===== src/rtl/hdlverifier_playback_data.sv =====
// Playback buffer: serial words from the JTAG controller are packed into an
// internal RAM and later replayed to the user design, one word per clock enable.
module hdlverifier_playback_data #(
  parameter int DATA_WIDTH = 8,
  parameter int ADDR_WIDTH = 5
) (
  input  logic                  clk,
  input  logic                  reset,
  input  logic                  shift_in_state,
  input  logic                  shift_in_en,
  input  logic                  shift_in_data,
  input  logic                  run,
  input  logic                  loop,
  input  logic [ADDR_WIDTH-1:0] window_size,
  input  logic                  clk_enable,
  output logic [DATA_WIDTH-1:0] data,
  output logic                  data_valid,
  output logic                  flag_done,
  output logic                  flag_overflow,
  output logic [ADDR_WIDTH:0]   words_loaded
);

  localparam int DEPTH = 2 ** ADDR_WIDTH;
  localparam int BC_W  = (DATA_WIDTH > 1) ? $clog2(DATA_WIDTH) : 1;
  localparam logic [BC_W-1:0]     BC_LAST = BC_W'(DATA_WIDTH - 1);
  localparam logic [ADDR_WIDTH:0] FULL    = (ADDR_WIDTH + 1)'(DEPTH);

  typedef enum logic [1:0] {S_IDLE, S_PLAY, S_DONE} state_t;

  state_t                r_state;
  logic [DATA_WIDTH-1:0] r_mem [DEPTH];
  logic [DATA_WIDTH-1:0] r_data;
  logic [DATA_WIDTH-1:0] r_shift_reg;
  logic [BC_W-1:0]       r_bitcount;
  logic [ADDR_WIDTH-1:0] r_waddr;
  logic [ADDR_WIDTH-1:0] r_raddr;
  logic [ADDR_WIDTH-1:0] r_win_q;
  logic [ADDR_WIDTH:0]   r_words_loaded;
  logic                  r_run_d1;
  logic                  r_sis_d1;
  logic                  r_data_valid;
  logic                  r_flag_done;
  logic                  r_flag_overflow;

  logic [DATA_WIDTH-1:0] w_shift_word;
  logic                  w_word_done;
  logic                  w_has_room;
  logic                  w_we;
  logic                  w_rd_en;
  logic                  w_run_rise;

  // The incoming bit enters at the MSB so the first bit shifted lands in the LSB.
  assign w_shift_word = {shift_in_data, r_shift_reg[DATA_WIDTH-1:1]};
  assign w_word_done  = (r_state == S_IDLE) && shift_in_state && shift_in_en &&
                        (r_bitcount == BC_LAST);
  // Writes are gated by the word count, so waddr wrapping never overwrites.
  assign w_has_room   = (r_words_loaded < FULL);
  assign w_we         = reset && w_word_done && w_has_room;
  assign w_rd_en      = reset && (r_state == S_PLAY) && run && clk_enable;
  assign w_run_rise   = run && !r_run_d1;

  // RAM write port; contents deliberately survive reset.
  always_ff @(posedge clk) begin
    if (w_we) begin
      r_mem[r_waddr] <= w_shift_word;
    end
  end

  // Registered RAM read feeding the played-back word; holds when not enabled.
  always_ff @(posedge clk) begin
    if (!reset) begin
      r_data <= '0;
    end else if (w_rd_en) begin
      r_data <= r_mem[r_raddr];
    end
  end

  // Control FSM: load path in IDLE, sequencing in PLAY, handshake in DONE.
  always_ff @(posedge clk) begin
    if (!reset) begin
      r_state         <= S_IDLE;
      r_shift_reg     <= '0;
      r_bitcount      <= '0;
      r_waddr         <= '0;
      r_raddr         <= '0;
      r_win_q         <= '0;
      r_words_loaded  <= '0;
      r_run_d1        <= 1'b0;
      r_sis_d1        <= 1'b0;
      r_data_valid    <= 1'b0;
      r_flag_done     <= 1'b0;
      r_flag_overflow <= 1'b0;
    end else begin
      r_run_d1 <= run;
      r_sis_d1 <= shift_in_state;
      case (r_state)
        S_IDLE: begin
          r_data_valid <= 1'b0;
          if (!shift_in_state) begin
            // Leaving shift-in discards any partial word.
            r_bitcount  <= '0;
            r_shift_reg <= '0;
          end else begin
            if (!r_sis_d1) begin
              r_waddr         <= '0;
              r_words_loaded  <= '0;
              r_flag_overflow <= 1'b0;
            end
            if (shift_in_en) begin
              r_shift_reg <= w_shift_word;
              if (r_bitcount == BC_LAST) begin
                r_bitcount <= '0;
                if (w_has_room) begin
                  r_waddr        <= r_waddr + 1'b1;
                  r_words_loaded <= r_words_loaded + 1'b1;
                end else begin
                  r_flag_overflow <= 1'b1;
                end
              end else begin
                r_bitcount <= r_bitcount + 1'b1;
              end
            end
          end
          // A completing word is still written above; playback starts after it.
          if (w_run_rise) begin
            r_win_q     <= window_size;
            r_raddr     <= '0;
            r_bitcount  <= '0;
            r_shift_reg <= '0;
            r_state     <= S_PLAY;
          end
        end
        S_PLAY: begin
          if (!run) begin
            r_data_valid <= 1'b0;
            r_state      <= S_IDLE;
          end else if (clk_enable) begin
            r_data_valid <= 1'b1;
            if (r_raddr == r_win_q) begin
              if (loop) begin
                r_raddr <= '0;
              end else begin
                r_state     <= S_DONE;
                r_flag_done <= 1'b1;
              end
            end else begin
              r_raddr <= r_raddr + 1'b1;
            end
          end else begin
            r_data_valid <= 1'b0;
          end
        end
        S_DONE: begin
          r_data_valid <= 1'b0;
          // run must fall before another rising edge can start playback.
          if (!run) begin
            r_flag_done <= 1'b0;
            r_state     <= S_IDLE;
          end
        end
        default: r_state <= S_IDLE;
      endcase
    end
  end

  assign data          = r_data;
  assign data_valid    = r_data_valid;
  assign flag_done     = r_flag_done;
  assign flag_overflow = r_flag_overflow;
  assign words_loaded  = r_words_loaded;

endmodule


===== config.mk =====
export PLATFORM = sky130hd
export DESIGN_NAME = hdlverifier_playback_data
export DESIGN_NICKNAME = d
export VERILOG_FILES = /design/src/rtl/hdlverifier_playback_data.sv
export SDC_FILE = /design/constraint.sdc
export NUM_CORES = 1
export LEC_CHECK = 0
export CORE_AREA = 4 4 172 299
export CTS_CLUSTER_DIAMETER = 60
export DETAILED_ROUTE_END_ITERATION = 7
export DIE_AREA = 0 0 176 303
export PLACE_DENSITY_LB_ADDON = 0.12
export SETUP_SLACK_MARGIN = 0.1
export SLEW_MARGIN = 20
export SYNTH_ARGS = -nofsm -noshare
export SYNTH_HDL_FRONTEND = slang
export SYNTH_SLANG_ARGS = --single-unit

===== constraint.sdc =====
create_clock -name clk -period 7.3 [get_ports clk]
set_input_delay 1.46 -clock clk [delete_from_list [all_inputs] [get_ports clk]]
set_output_delay 1.46 -clock clk [all_outputs]
set_load 0.02 [all_outputs]

==> results.txt, run 1 <==
Met1 GRT Util: 14.6%
Clock Power Share: 43.7%
Layout cell share with drive strength beyond 1: 11.0%
Status: complete, no violations
Setup_tns: 0 ps
1st-pass router iterations: 7
Crit share post-route: 56.5%
CP delay by family, top: buffers and inverters
Number of synthesized flops with an enable pin: 256
Drt via density: 4.45
GR Util All Layers: 13.1%
Crit path launch type: input pin
Slew @ Worst Pin: 996 ps
Final worst slack: 3170 ps
Final min period: 4130 ps
Layout Area Growth over Synthesis: 15.6%
Hold Path Class: reg -> reg
Clock Pin Slew Worst Setup and Hold Paths: 70 ps
CP cell instances: clkdlybuf4s50_1 -> clkinv_1 -> or3_1 -> nor2_1 -> a222oi_1 -> o21ai_1
1st-iter DRT viols: 400
M2 GR Usage: 26.2%
Sequential power share: 54.5%
Vias in the first global route: 6643
Die W: 176 um
NetSw: 0.000729 W
Fillers: 4940
Rel. slew slack: 33.2%
Met3 Use GR: 1.30%
Top_reg_cell synth: edfxtp_1
Final Max Slew Viols: 0
Post-CTS Setup Bufs: 0
Cts bufs inserted: 29
Slowest CP cell: clkinv_1
Area of the die: 53300 um^2
Via count: 6422
Leakage power: 4.14 nW
Initial antenna violation count: 0
Syn. warnings: 0
Grt peak-use layer: met2
DRC violations left: 0
PwrDens: 244 nW/um^2
CP arrival: 4630 ps
CP max FO: 34
Port Buffers: 29
Slowest stage delay, CP: 950 ps
WS Path Type: in -> reg
# rows: 107
CTS H-tree lvls: 1
Setup Skew: 24.2 ps
First-pass GRT wire length: 49900 um
Setup crit end kind: flop
#FFs+latches synth: 302
Clk sinks: 302
Comb pwr share: 1.8%
Post-synth ARST share: 0%
Final setup viols: 0
Initial Util: 24.9%
Post-synth cell types: 55
Worst-skew pair later-pin latency: 570 ps
Post-synth top area share: 63.4%
Die H: 303 um
Mean area per synthesized cell: 16.4 um^2
Post-synth net total: 762
Pre-CTS WS: 2540 ps
Post-synthesis cell area: 12100 um^2
CTS tree: built
P_int: 0.00269 W
Final WL: 35100 um
DPL Wire Length: 23800 um
Sw frac: 21.3%
IO Pins: 30
Largest net degree at the start of global routing: 53
Hold violation total from the final report: 0
Max Fclk: 242 MHz
Bufs and invs on worst path: 2
CTS root buffer: clkbuf_16
Hold Buf Count CTS: 0
Final Wtd Congestion: 0.750
Cell count after synthesis: 741
Clk buf depth: 3
Routed Antenna Nets: 0
Post-synthesis sequential area ratio: 71.0%
Core ar.: 48700 um^2
CP required: 7800 ps
Max-Cap Viols: 0
GRT overflow: 0
Worst VDD drop: 0.146 mV
Wire per inst: 24.3 um
ANT cells: 0
RSZ-0062 raised after global routing: no
Yosys top cell by area: edfxtp_1
CTS resizes: 0
Synth area leaders: edfxtp_1 (63%), dfxtp_1 (7.6%), mux2i_1 (6.4%)
Nets@finish: 788
Max reg flops: 256
## metal layers
metal	routed length, um	vias up	part of all wire (%)
met4	705	0	2.0
met5	0	-	0
met2	20100	117	57
li1	-	2974	-
met1	13300	3293	38
met3	910	38	2.6
## cells in the mapped netlist (all sizes together) (6+ instances only)
| cell | instances |
|---|---|
| nand3 | 24 |
| a22o | 7 |
| nand4 | 6 |
| mux4 | 32 |
| a22oi | 8 |
| o21ai | 16 |
| a222oi | 6 |
| buf | 25 |
| clkbuf | 14 |
| mux2i | 77 |
| nor2 | 65 |
| nor2b | 8 |
| edfxtp | 256 |
| a21oi | 16 |
| and2 | 6 |
| a221oi | 7 |
| o31ai | 7 |
| mux2 | 7 |
| o22ai | 8 |
| nand2b | 10 |
| dfxtp | 46 |
| inv | 7 |
| ha | 8 |
| nand2 | 27 |
| xor2 | 7 |
| a211oi | 6 |
## worst register-to-register path, stage by stage (launching register included)
cell and delay [ps]:
dfxtp_1 350, ha_1 170, ha_1 180, and3b_1 300, and2_1 410, nand3_1 670
nor2_1 800
## power groups by stage
stage	registers [W]	clock network, W	logic [W]
CTS	0.00186	0.00154	0.0000629
global route	0.00186	0.00160	0.0000671
floorplan	0.00190	0	0.0000372
global placement	0.00190	0	0.0000630
detailed placement	0.00190	0	0.0000628
finish	0.00186	0.00149	0.0000610
## final timing paths
kind / startpoint / end / slack (ps) / cells past startpoint
setup / recovery: reset / data[3] / 3170 / 6
hold reg to reg: flag_overflow / flag_overflow / 460 / 2
hold / removal: flag_overflow / flag_overflow / 460 / 2
setup reg to reg: r_bitcount[0] / r_mem[6][4] / 4040 / 6
## final cells by class
cell class | count | area (um^2) | area share (%)
sequential | 302 | 8630 | 61.6
multi-input combinational | 393 | 3280 | 23.4
clock buffer | 33 | 741 | 5.29
clock inverter | 20 | 188 | 1.34
inverter | 7 | 26.3 | 0.188
tap | 654 | 818 | 5.84
timing repair buffer | 34 | 328 | 2.34
## kinds of logic after synthesis
logic type                 count (synthesis)  synth area share (%)
muxes                                    116                  13.6
AOI/OAI and AO/OA                         93                  5.40
adders and majority gates                  8                 0.826
DFF                                      302                  71.0
buffers and inverters                     46                  1.91
and+or+nand+nor                          169                  6.79
xor gates and xnor gates                   7                 0.506
## per-stage QoR
stage               utilization [%]  hold slack, ps  instance area, um^2  instances  power [W]
finish                         28.8             460                14000       1443    0.00342
global route                   28.8             487                14000       1443    0.00353
floorplan                         -             436                12100        741    0.00193
detailed placement             26.8             447                13100       1390    0.00196
global placement               26.8             447                13100       1390    0.00196
CTS                            28.8             461                14000       1443    0.00346
## cells in the final DEF, fill, tap and decap left out, drive strengths merged, types with 24 or more instances in the layout
cell / Yosys / layout
edfxtp: 256 / 256
nand2: 27 / 27
nor2: 65 / 65
clkbuf: 14 / 33
dfxtp: 46 / 46
mux2i: 77 / 77
nand3: 24 / 24
mux4: 32 / 32
clkdlybuf4s50: 0 / 29
No activity file was read; power rests on OpenSTA's default activity.
==> run 2, diff against run 1 <==
- clock period: 7.3 -> 3.6 ns (I/O delays scaled with it)
==> run 2 against run 1 <==
Against the previous run:
- via count increased by 2.7%
- combinational power increased by 110%
- power increased by 110%
- clock power increased by 120%
- worst hold slack got worse by 4.6 ps
- sequential cell count unchanged
- register-to-register slack got worse by 3000 ps
- routed wire length decreased by 4.5%
- non-clock buffer count increased by 45
- global-route usage decreased by 0.48 points
- final cell count increased by 3.1%
- critical path depth increased by 1
- highest routed layer unchanged
==> results.txt, run 2 (synthesis results as in run 1) <==
Status: complete, no violations
CTS resizes: 0 (unchanged)
1st-iter DRT viols: 417 (+4.3%)
1st-pass router iterations: 8 (+1)
Setup_tns: 0 ps (unchanged)
Initial antenna violation count: 0 (unchanged)
Hold Path Class: reg -> reg
Clk buf depth: 3 (unchanged)
CP required: 3870 ps (-3930 ps)
CP cell instances: ha_1 -> ha_1 -> and3b_1 -> and2_1 -> nand3_1 -> nor2_1 -> buf_4
CP max FO: 8 (-76%)
WS Path Type: reg -> reg
Port Buffers: 29 (unchanged)
Max Fclk: 397 MHz
Final Max Slew Viols: 0 (unchanged)
Worst hold margin: 456 ps (-4.58 ps)
Setup crit end kind: flop
Routed Antenna Nets: 0 (unchanged)
Slew @ Worst Pin: 895 ps (-101 ps)
Initial Util: 24.9% (unchanged)
Crit share post-route: 69.9%
Setup Skew: 12.2 ps (-12.0 ps)
GRT overflow: 0 (unchanged)
Most used cell, CP: ha_1
Layout Area Growth over Synthesis: 19.1%
Hold violation total from the final report: 0 (unchanged)
Via count: 6597 (+2.7%)
# rows: 107 (unchanged)
Final min period: 2520 ps
Cts bufs inserted: 29 (unchanged)
Drt via density: 4.43 (-0.38%)
Vias in the first global route: 6999 (+5.4%)
Die H: 303 um (unchanged)
CTS H-tree lvls: 1 (unchanged)
Area of the die: 53300 um^2 (unchanged)
Post-CTS Setup Bufs: 0 (unchanged)
PwrDens: 492 nW/um^2 (+100%)
Die W: 176 um (unchanged)
Max reg flops: 256 (unchanged)
Worst-skew pair later-pin latency: 560 ps (about the same)
DRC violations left: 0 (unchanged)
Largest net degree at the start of global routing: 46 (-13%)
Commonest non-fill, non-tap cells in the layout: edfxtp_1 (256), mux2i_1 (77), nor2_1 (64)
Final setup viols: 0 (unchanged)
First-pass GRT wire length: 49500 um (-0.87%)
Crit path launch type: flop
Leakage power: 4.43 nW (+7.0%)
Max-Cap Viols: 0 (unchanged)
Clk sinks: 302 (unchanged)
CTS root buffer: clkbuf_16
Rel. slew slack: 40.3% (+7.1 points)
Core ar.: 48700 um^2 (unchanged)
IO Pins: 30 (unchanged)
Layout cell share with drive strength beyond 1: 15.9% (+4.9 points)
Worst VDD drop: 0.286 mV (+96%)
Final WL: 33500 um (-4.5%)
CTS tree: built
ANT cells: 0 (unchanged)
Slowest CP cell: nand3_1
Hold Buf Count CTS: 0 (unchanged)
Nets@finish: 833 (+5.7%)
RSZ-0062 raised after global routing: no
Slowest stage delay, CP: 390 ps (-560 ps)
Commonest non-fill, non-tap cell in the layout: edfxtp_1
Wire per inst: 22.5 um (-7.3%)
Clock Pin Slew Worst Setup and Hold Paths: 70 ps (about the same)
GR Util All Layers: 12.6% (-0.48 points)
Final Wtd Congestion: 0.744 (-0.73%)
CP arrival: 2790 ps (-1840 ps)
DPL Wire Length: 22600 um (-4.9%)
[run 2: where the power goes]
part           switching, W  leakage, nW  internal, W
logic             0.0000787         1.25    0.0000516
registers         0.0000154         2.70      0.00375
clock network       0.00138        0.490      0.00183
total               0.00147         4.43      0.00564
[run 2: worst paths after layout]
check	startpoint	end	slack (ps)	cells after the start
hold / removal	r_bitcount[1]	r_bitcount[1]	460	2
hold reg to reg	r_bitcount[1]	r_bitcount[1]	460	2
setup reg to reg	r_bitcount[0]	r_mem[14][4]	1080	7
setup / recovery	r_bitcount[0]	r_mem[14][4]	1080	7
[run 2: critical path: cells and delay by family (launching register included)]
family	cells	cell delay, ps
buf+inv	1	210
simple gates	4	1300
fa+ha+maj	2	360
flops	1	360
[run 2: per-layer routing]
layer  global-route usage (%)  routed length [um]  vias to the layer above
met5                        0                   0                        -
met4                     3.36                 684                        0
met3                     1.63                1110                       36
met2                     24.9               19300                      110
met1                     14.0               12400                     3382
li1                         -                   -                     3069
[run 2: area by class of cell]
cell class	instances	area [um^2]
Fill cell	4916	34300
Tap cell	654	818
Clock buffer	36	813
Timing Repair Buffer	79	691
Multi-Input combinational cell	393	3280
Sequential cell	302	8620
Clock inverter	17	183
Inverter	7	26.3
[run 2: per-stage QoR]
| step | area, um^2 | setup WS [ps] | power [W] | cells | util, % |
|---|---|---|---|---|---|
| detailed placement | 13400 | 587 | 0.00398 | 1435 | 27.6 |
| CTS | 14400 | 1060 | 0.00722 | 1488 | 29.6 |
| global route | 14400 | 906 | 0.00735 | 1488 | 29.6 |
| finish | 14400 | 1080 | 0.00711 | 1488 | 29.6 |
| floorplan | 12100 | 1180 | 0.00392 | 741 | - |
| global placement | 13400 | 675 | 0.00398 | 1435 | 27.6 |
==> run 3, diff against run 2 <==
- clock period: 3.6 -> 2.2 ns (I/O delays scaled with it)
==> run 3 against run 2 <==
Against the previous run:
- final cell count rose by 1.7%
- via count rose by 4.6%
- die area did not move
- combinational power increased by 110%
- sequential share of layout area decreased by 2.8 points
- clock skew decreased by 2.1 ps
- sequential power up 63%
- setup slack worse by 980 ps
- non-clock buffer count grew 24
- critical endpoint is now data[4]
- routed wire length grew 10%
- largest power group unchanged
==> results.txt, run 3 (synthesis results as in run 1) <==
Sequential power share: 52.2% (-0.8 points)
Port Buffers: 29 (unchanged)
Worst-skew pair later-pin latency: 570 ps (about the same)
Worst VDD drop: 0.466 mV (+63%)
Via count: 6898 (+4.6%)
Initial antenna violation count: 0 (unchanged)
Layout cell share with drive strength beyond 1: 22.7% (+6.7 points)
CP required: 2650 ps (-1220 ps)
ANT cells: 0 (unchanged)
Hold Buf Count CTS: 0 (unchanged)
1st-pass router iterations: 5 (-3)
Hold violation total from the final report: 0 (unchanged)
Clk buf depth: 3 (unchanged)
Die H: 303 um (unchanged)
Layout Area Growth over Synthesis: 25.0%
Max-Cap Viols: 0 (unchanged)
Initial Util: 24.9% (unchanged)
Comb pwr share: 2.3% (+0.5 points)
Drt via density: 4.56 (+2.8%)
Nets@finish: 858 (+3.0%)
Pre-CTS WS: -137 ps (-724 ps)
Crit share post-route: 95.2% (+25 points)
CTS tree: built
RSZ-0062 raised after global routing: no
Sw frac: 20.2% (-0.51 points)
Rel. slew slack: 58.3% (+18 points)
Wire per inst: 24.4 um (+8.2%)
GRT overflow: 0 (unchanged)
Final worst slack: 106 ps (-978 ps)
Max reg flops: 256 (unchanged)
CP arrival: 2550 ps (-240 ps)
CTS root buffer: clkbuf_16
Setup crit end kind: flop
First-pass GRT wire length: 52800 um (+6.7%)
Max Fclk: 478 MHz (+20%)
Commonest non-fill, non-tap cells in the layout: edfxtp_1 (256), mux2i_1 (77), buf_4 (58)
Cts bufs inserted: 30 (+3.4%)
FF-to-FF path depth: 6 (-1)
Final setup viols: 0 (unchanged)
Hold path depth: 2 (unchanged)
Clk sinks: 302 (unchanged)
Largest net degree at the start of global routing: 35 (-24%)
Final Wtd Congestion: 0.826 (+11%)
CTS H-tree lvls: 1 (unchanged)
Slew @ Worst Pin: 624 ps (-271 ps)
WS Path Type: reg -> reg
Crit path launch type: flop
IO Pins: 30 (unchanged)
NetSw: 0.00239 W (+62%)
Commonest non-fill, non-tap cell in the layout: edfxtp_1
Clock Power Share: 45.6% (+0.5 points)
GR Util All Layers: 13.8% (+1.2 points)
Leakage power: 4.66 nW (+5.2%)
DRC violations left: 0 (unchanged)
# rows: 107 (unchanged)
Core ar.: 48700 um^2 (unchanged)
Area of the die: 53300 um^2 (unchanged)
Hold Path Class: reg -> reg
Final min period: 2090 ps (-422 ps)
Routed Antenna Nets: 0 (unchanged)
CP max FO: 25 (+17)
Die W: 176 um (unchanged)
Vias in the first global route: 7423 (+6.1%)
Fillers: 4798 (-2.4%)
1st-iter DRT viols: 406 (-2.6%)
Setup Skew: 10.2 ps (-2.06 ps)
Final WL: 36900 um (+10%)
Status: complete, no violations
P_int: 0.00943 W (+67%)
Final Max Slew Viols: 0 (unchanged)
Worst hold margin: 464 ps (+8.57 ps)
DPL Wire Length: 25700 um (+14%)
PwrDens: 780 nW/um^2 (+58%)
Clock Pin Slew Worst Setup and Hold Paths: 60 ps (about the same)
run 3: cell count changes in the layout (fill, tap and decap cells not counted), sizes merged:
cell / change
clkinvlp: +1
bufinv: +2
buf: +24
clkinv: +1
clkbuf: -2
clkdlybuf4s50: -4
dlymetal6s2s: +3
dlygate4sd2: +1
run 3: repair_timing:
item,4_1_cts,5_1_grt
gates resized for setup,7,10
pin swaps,0,2
cloned,0,0
setup buffers,3,0
endpoints found under the hold margin,0,0
endpoints found under the setup margin,7,261
run 3: final cells by class:
| class | instances | area [um^2] | share of cell area [%] |
|---|---|---|---|
| clock buffer | 34 | 787 | 5.19 |
| multi-input combinational | 393 | 3600 | 23.8 |
| clock inverter | 21 | 249 | 1.64 |
| tap | 654 | 818 | 5.40 |
| inverter | 7 | 26.3 | 0.173 |
| sequential | 302 | 8620 | 56.9 |
| timing repair buffer | 103 | 1050 | 6.91 |
run 3: worst max-delay path, cell delays in order, from the launching register on:
cell,delay (ps)
dfxtp_4,490
buf_12,250
mux2i_1,370
o22ai_1,190
o31ai_2,410
buf_4,190
o21ai_1,50
run 3: metrics by stage:
step / util (%) / std cells / setup TNS, ps / power, W / cell area (um^2)
after floorplan: - / 741 / 0 / 0.00641 / 12400
after global placement: 28.8 / 1456 / -22230 / 0.00655 / 14000
after detailed placement: 28.8 / 1456 / -27710 / 0.00656 / 14000
after CTS: 31.1 / 1514 / 0 / 0.0120 / 15100
after global routing: 31.1 / 1514 / 0 / 0.0122 / 15200
final: 31.1 / 1514 / 0 / 0.0118 / 15200
run 3: metal layers:
| metal | vias up | share of wire [%] | GRT usage [%] |
|---|---|---|---|
| met5 | - | 0 | 0 |
| met4 | 0 | 2.3 | 3.96 |
| met3 | 48 | 2.8 | 1.50 |
| met2 | 144 | 59 | 28.5 |
| met1 | 3580 | 36 | 14.3 |
| li1 | 3126 | - | - |
run 3: power by group through the flow:
stage	clock (W)	sequential [W]	combinational, W
after floorplan	0	0.00629	0.000125
after global placement	0	0.00629	0.000265
after detailed placement	0	0.00629	0.000270
after CTS	0.00552	0.00616	0.000270
after global routing	0.00577	0.00616	0.000290
final	0.00538	0.00616	0.000267
run 3: worst paths after layout:
check | from | slack, ps | to
max | r_raddr[2] | 110 | data[4]
min | r_shift_reg[2] | 460 | r_shift_reg[2]
max reg2reg | r_raddr[2] | 110 | data[4]
min reg2reg | r_shift_reg[2] | 460 | r_shift_reg[2]
